--- src/rtl/dot_prod_seq.sv ---
`default_nettype none
// ============================================================================
//  Module      : dot_prod_seq
//  Description : Command/response sequencer wrapped around the dot-product
//                kernel. Accepts a job on a valid/ready command port, parks
//                or launches the kernel, waits for its sticky done flag (or
//                a cycle limit), and returns the result on a valid/ready
//                response port.
//  Revision    : 1.0  initial release
// ============================================================================
module dot_prod_seq #(
  parameter int unsigned TIMEOUT_CYCLES = 16000,
  parameter int unsigned CNT_W          = 16
) (
  input  logic             clk,
  input  logic             rst,
  // command port
  input  logic             cmd_valid,
  output logic             cmd_ready,
  input  logic [63:0]      cmd_i,
  input  logic [63:0]      cmd_acc,
  // kernel control
  output logic             k_r_enable,
  output logic [63:0]      k_init_i,
  output logic [63:0]      k_init_acc,
  input  logic             k_w_enable,
  input  logic [63:0]      k_result,
  // response port
  output logic             rsp_valid,
  input  logic             rsp_ready,
  output logic [63:0]      rsp_result,
  output logic [CNT_W-1:0] rsp_cycles,
  output logic             rsp_timeout,
  output logic             busy
);

  // Limit expressed at counter width; comparison is done on cnt_d so the
  // counter never needs to exceed the limit itself.
  localparam logic [CNT_W-1:0] c_timeout_cnt = CNT_W'(TIMEOUT_CYCLES);

  typedef enum logic [1:0] {
    S_IDLE   = 2'd0,
    S_LAUNCH = 2'd1,
    S_WAIT   = 2'd2,
    S_RESP   = 2'd3
  } state_t;

  state_t           state_q;
  logic             cmd_ready_q;
  logic             k_r_enable_q;
  logic             rsp_valid_q;
  logic             busy_q;
  logic [63:0]      k_init_i_q;
  logic [63:0]      k_init_acc_q;
  logic [63:0]      rsp_result_q;
  logic [CNT_W-1:0] rsp_cycles_q;
  logic             rsp_timeout_q;
  logic [CNT_W-1:0] cnt_q;
  logic [CNT_W-1:0] cnt_d;

  // Number of WAIT cycles consumed including the current one.
  always_comb begin
    cnt_d = cnt_q + 1'b1;
  end

  // Sequencer FSM; every output is a dedicated register updated alongside
  // the state so nothing reaches a port combinationally from an input.
  always_ff @(posedge clk) begin
    if (rst) begin
      state_q       <= S_IDLE;
      cmd_ready_q   <= 1'b1;
      k_r_enable_q  <= 1'b1;
      rsp_valid_q   <= 1'b0;
      busy_q        <= 1'b0;
      k_init_i_q    <= '0;
      k_init_acc_q  <= '0;
      rsp_result_q  <= '0;
      rsp_cycles_q  <= '0;
      rsp_timeout_q <= 1'b0;
      cnt_q         <= '0;
    end else begin
      case (state_q)
        S_IDLE: begin
          // Kernel stays parked (r_enable high) until a job arrives.
          if (cmd_valid && cmd_ready_q) begin
            k_init_i_q   <= cmd_i;
            k_init_acc_q <= cmd_acc;
            cmd_ready_q  <= 1'b0;
            busy_q       <= 1'b1;
            state_q      <= S_LAUNCH;
          end
        end

        S_LAUNCH: begin
          // r_enable is still high this cycle so the kernel loads the init
          // values and drops its done flag; release it for WAIT.
          cnt_q        <= '0;
          k_r_enable_q <= 1'b0;
          state_q      <= S_WAIT;
        end

        S_WAIT: begin
          // Completion is checked first so it wins over a coincident limit.
          if (k_w_enable) begin
            rsp_result_q  <= k_result;
            rsp_cycles_q  <= cnt_d;
            rsp_timeout_q <= 1'b0;
            rsp_valid_q   <= 1'b1;
            k_r_enable_q  <= 1'b1;
            state_q       <= S_RESP;
          end else if (cnt_d == c_timeout_cnt) begin
            rsp_result_q  <= '0;
            rsp_cycles_q  <= c_timeout_cnt;
            rsp_timeout_q <= 1'b1;
            rsp_valid_q   <= 1'b1;
            k_r_enable_q  <= 1'b1;
            state_q       <= S_RESP;
          end else begin
            cnt_q <= cnt_d;
          end
        end

        S_RESP: begin
          // Response fields are untouched here, so they hold under stall.
          if (rsp_ready) begin
            rsp_valid_q <= 1'b0;
            cmd_ready_q <= 1'b1;
            busy_q      <= 1'b0;
            state_q     <= S_IDLE;
          end
        end

        default: begin
          state_q      <= S_IDLE;
          cmd_ready_q  <= 1'b1;
          k_r_enable_q <= 1'b1;
          rsp_valid_q  <= 1'b0;
          busy_q       <= 1'b0;
        end
      endcase
    end
  end

  assign cmd_ready   = cmd_ready_q;
  assign k_r_enable  = k_r_enable_q;
  assign k_init_i    = k_init_i_q;
  assign k_init_acc  = k_init_acc_q;
  assign rsp_valid   = rsp_valid_q;
  assign rsp_result  = rsp_result_q;
  assign rsp_cycles  = rsp_cycles_q;
  assign rsp_timeout = rsp_timeout_q;
  assign busy        = busy_q;

endmodule
`default_nettype wire

--- config.mk ---
export PLATFORM = sky130hd
export DESIGN_NAME = dot_prod_seq
export DESIGN_NICKNAME = d
export VERILOG_FILES = /design/src/rtl/dot_prod_seq.sv
export SDC_FILE = /design/constraint.sdc
export NUM_CORES = 1
export LEC_CHECK = 0
export CAP_MARGIN = 20
export CORE_ASPECT_RATIO = 1.4
export CORE_UTILIZATION = 31
export CTS_CLUSTER_SIZE = 30
export DETAILED_ROUTE_END_ITERATION = 7
export HOLD_SLACK_MARGIN = 0.02
export PLACE_DENSITY = 0.73
export SYNTH_ARGS = -nofsm -noshare
export SYNTH_HDL_FRONTEND = slang
export SYNTH_SLANG_ARGS = --single-unit
--- constraint.sdc ---
create_clock -name clk -period 3.4 [get_ports clk]
set_clock_uncertainty 0.05 [all_clocks]
set_input_delay 0.51 -clock clk [delete_from_list [all_inputs] [get_ports clk]]
set_output_delay 0.51 -clock clk [all_outputs]
set_load 0.01 [all_outputs]
==> out/metrics.csv <==
stage,metric,value,unit
clock_tree,Longest Clk Path Bufs,3,
synthesis,"EDFF count, synth",0,
run_status,status,"complete, no violations",
floorplanning,die area,30100,sq um
floorplanning,Cell Rows,74,
floorplanning,Core Box Area,29100,sq um
route,Vias per Instance,4.75,
clock_tree,TritonCTS Buffers,24,
sta,f_max,341,MHz
worst_setup_path,Crit path largest cell delay,450,ps
power,Tot Pwr,8.63,mW
worst_setup_path,"slowest stage cell, crit path",dfxtp_1,
power,maximum VDD drop,346,uV
placed_design,port bufs,409,
route,DRT antenna net count,0,
clock_tree,root buf cell,clkbuf_16,
clock_tree,Post-CTS Setup Repair Bufs,0,
route,DR iter-0 viols,354,
worst_setup_path,Setup CP Type,reg2reg,
placed_design,Post-DP Area,13500,sq um
placed_design,Place WS,556,ps
sta,"Hold Vio Cnt, Final",0,
sta,Final period util,0.863,
clock_tree,# H-tree levels,1,
sta,final-report setup violation count,0,
route,Routed WL,29300,microns
synthesis,"top cells by count, synth","340 x nand2_1, 231 x dfxtp_1, 172 x a21oi_1",
layout,share of layout cells above drive strength 1,0.0961,
floorplanning,Die X-Extent,147,microns
synthesis,post-synthesis sequential area ratio,0.507,
placed_design,dpl hpwl,20000,microns
sta,RSZ-0062 raised after global routing,no,
synthesis,main flop type after synthesis,dfxtp_1,
floorplanning,Die Y,205,microns
run,Max-Cap Viols,0,
synthesis,Syn Inst Count,1096,
clock_tree,cts hold-fix bufs,0,
synthesis,Yosys Warn Count,0,
global_route,first-pass GRT wire length,45800,microns
worst_setup_path,crit-path leading delay family,simple AND/OR/NAND/NOR gates,
route,TritonRoute pass-1 iters,5,
sta,Final WS setup,465,ps
clock_tree,clock latency on the worst-skew pair,540,ps
global_route,total grt overflow,0,
min_path,Worst Hold Class,reg2reg,
sta,fin crit period,2940,ps
route,post-detailed-route DRC marker count,0,
clock_tree,clock sink count,231,
layout,final instance area,14300,sq um
worst_setup_path,CP Max Fanout,9,
clock_tree,clock slew at reported path FFs,60,ps
floorplanning,Starting Density,0.314,
synthesis,syn nets,1299,
sta,setup TNS,0,ps
floorplanning,io pins,410,
global_route,initial antenna violation count,1,
sta,Slew HR,0.553,
sta,measured slew at the worst slew-check pin,670,ps
clock_tree,Post-CTS Resized,0,
placed_design,Placer Congestion,0.874,
worst_setup_path,Bufs and invs on worst path,1,
synthesis,Async SR Flop Fraction,0,
worst_setup_path,crit path DAT,3330,ps
layout,Fill cells,2726,
worst_setup_path,"Req. time, crit path",3800,ps
synthesis,Yosys top cell area share,0.507,
layout,Nets,1664,
power,Pleak,4.90,nW
global_route,largest net degree at the start of global routing,104,
layout,Area Growth Syn to Fin,56.6,%
synthesis,dominant cells by area after synthesis,"dfxtp_1 51%, nand2_1 14%, a21oi_1 9.4%, nand3_2 3.9%, a21oi_2 3.3%",
worst_setup_path,Crit path top cell by count,nor3_2,
global_route,vias in the first global route,8660,
synthesis,"Cell Area, Synth",9130,sq um
route,WL/cell,15.8,microns
sta,Final Max Tran Viols,0,
power,Power Density,604,nW/um^2
synthesis,post-synth top area cell,dfxtp_1,
global_route,total track usage,0.188,
worst_setup_path,Worst setup EP type,flop,
clock_tree,CTS tree,built,
synthesis,most frequent cell after synthesis,nand2_1,
route,DR vias,8825,
synthesis,library cells used by synthesis,54,
worst_setup_path,Startpoint Class,flop,
worst_setup_path,"Cell Chain, Critical Path",ha_1 -> nand3_2 -> nor3_2 -> xor2_1 -> nand4_1 -> nor3_2 -> buf_4 -> nor3_1 -> a211oi_1,
synthesis,Syn Area/Cell,8.33,sq um
synthesis,number of synthesized register bits,231,
[layout make-up]
class,instances,area (sq um),area share
Sequential cell,231,4620,0.324
Timing Repair Buffer,426,4300,0.301
Multi-Input combinational cell,769,4070,0.285
Clock buffer,33,644,0.0451
Tap cell,380,475,0.0333
Clock inverter,10,139,0.00972
Inverter,9,33.8,0.00236
Antenna cell,1,2.50,0.000175
[per-stage QoR]
step / hold WS, ps / utilization / cells
6_report: 403 / 0.491 / 1859
3_5_place_dp: 395 / 0.464 / 1815
3_3_place_gp: 391 / 0.464 / 1815
2_1_floorplan: 431 / - / 1096
5_1_grt: 419 / 0.491 / 1858
4_1_cts: 398 / 0.491 / 1858
[kinds of logic after synthesis]
logic type	after synthesis	synth area share
AND/OR/NAND/NOR	502	0.259
multiplexers	4	0.00480
flip-flops	231	0.507
AO/OA/AOI/OAI	245	0.159
XOR/XNOR	12	0.0123
adder cells (fa/ha/maj)	6	0.00823
buffers and inverters	96	0.0505
[sequential cells by signal (all words and copies together) (netlist names)]
name and count:
rsp_result 64, k_init_acc 64, k_init_i 64, busy 1, rsp_valid 1, k_r_enable 1
cmd_ready 1, cnt_q 16, state_q 2, rsp_timeout 1, rsp_cycles 16
[tightest hold or removal path, delay by kind of cell (launching register included)]
family,cells,cell delay [ps]
flops,1,310
simple gates,1,50
compound gates,1,50
[routing by layer]
| metal | part of all wire | wire (microns) | GRT usage |
|---|---|---|---|
| met2 | 0.49 | 14300 | 0.331 |
| met1 | 0.39 | 11500 | 0.209 |
| met5 | 0.00044 | 13 | 0 |
| met3 | 0.085 | 2490 | 0.0537 |
| met4 | 0.036 | 1060 | 0.0806 |
[path summary, 6_finish.rpt]
check,start,to,slack (ps),cells after the start
max,cnt_q[0],rsp_cycles[12],460,9
min,k_init_acc[23],k_init_acc[23],400,2
max reg2reg,cnt_q[0],rsp_cycles[12],460,9
min reg2reg,k_init_acc[23],k_init_acc[23],400,2
[placed cells by master, fill, tap and decap left out, types with 7 or more instances in the layout]
cell               n
inv_1              9
buf_4             11
a21oi_2           34
dfxtp_1          231
clkdlybuf4s50_1  408
nand3_2           36
nand2_1          339
nor2_1            26
nand3_1           41
nor3_1            14
a31oi_1            8
o21ai_0            8
a21oi_1          172
clkbuf_1           8
a211oi_1           7
clkbuf_16         24
[report_power, final]
part / total [mW] / internal (mW) / switching, mW
Combinational: 2.67 / 1.24 / 1.43
Clock: 2.67 / 1.56 / 1.11
Sequential: 3.29 / 3.09 / 0.206
Note: power is estimated with default switching activity, not from simulation.
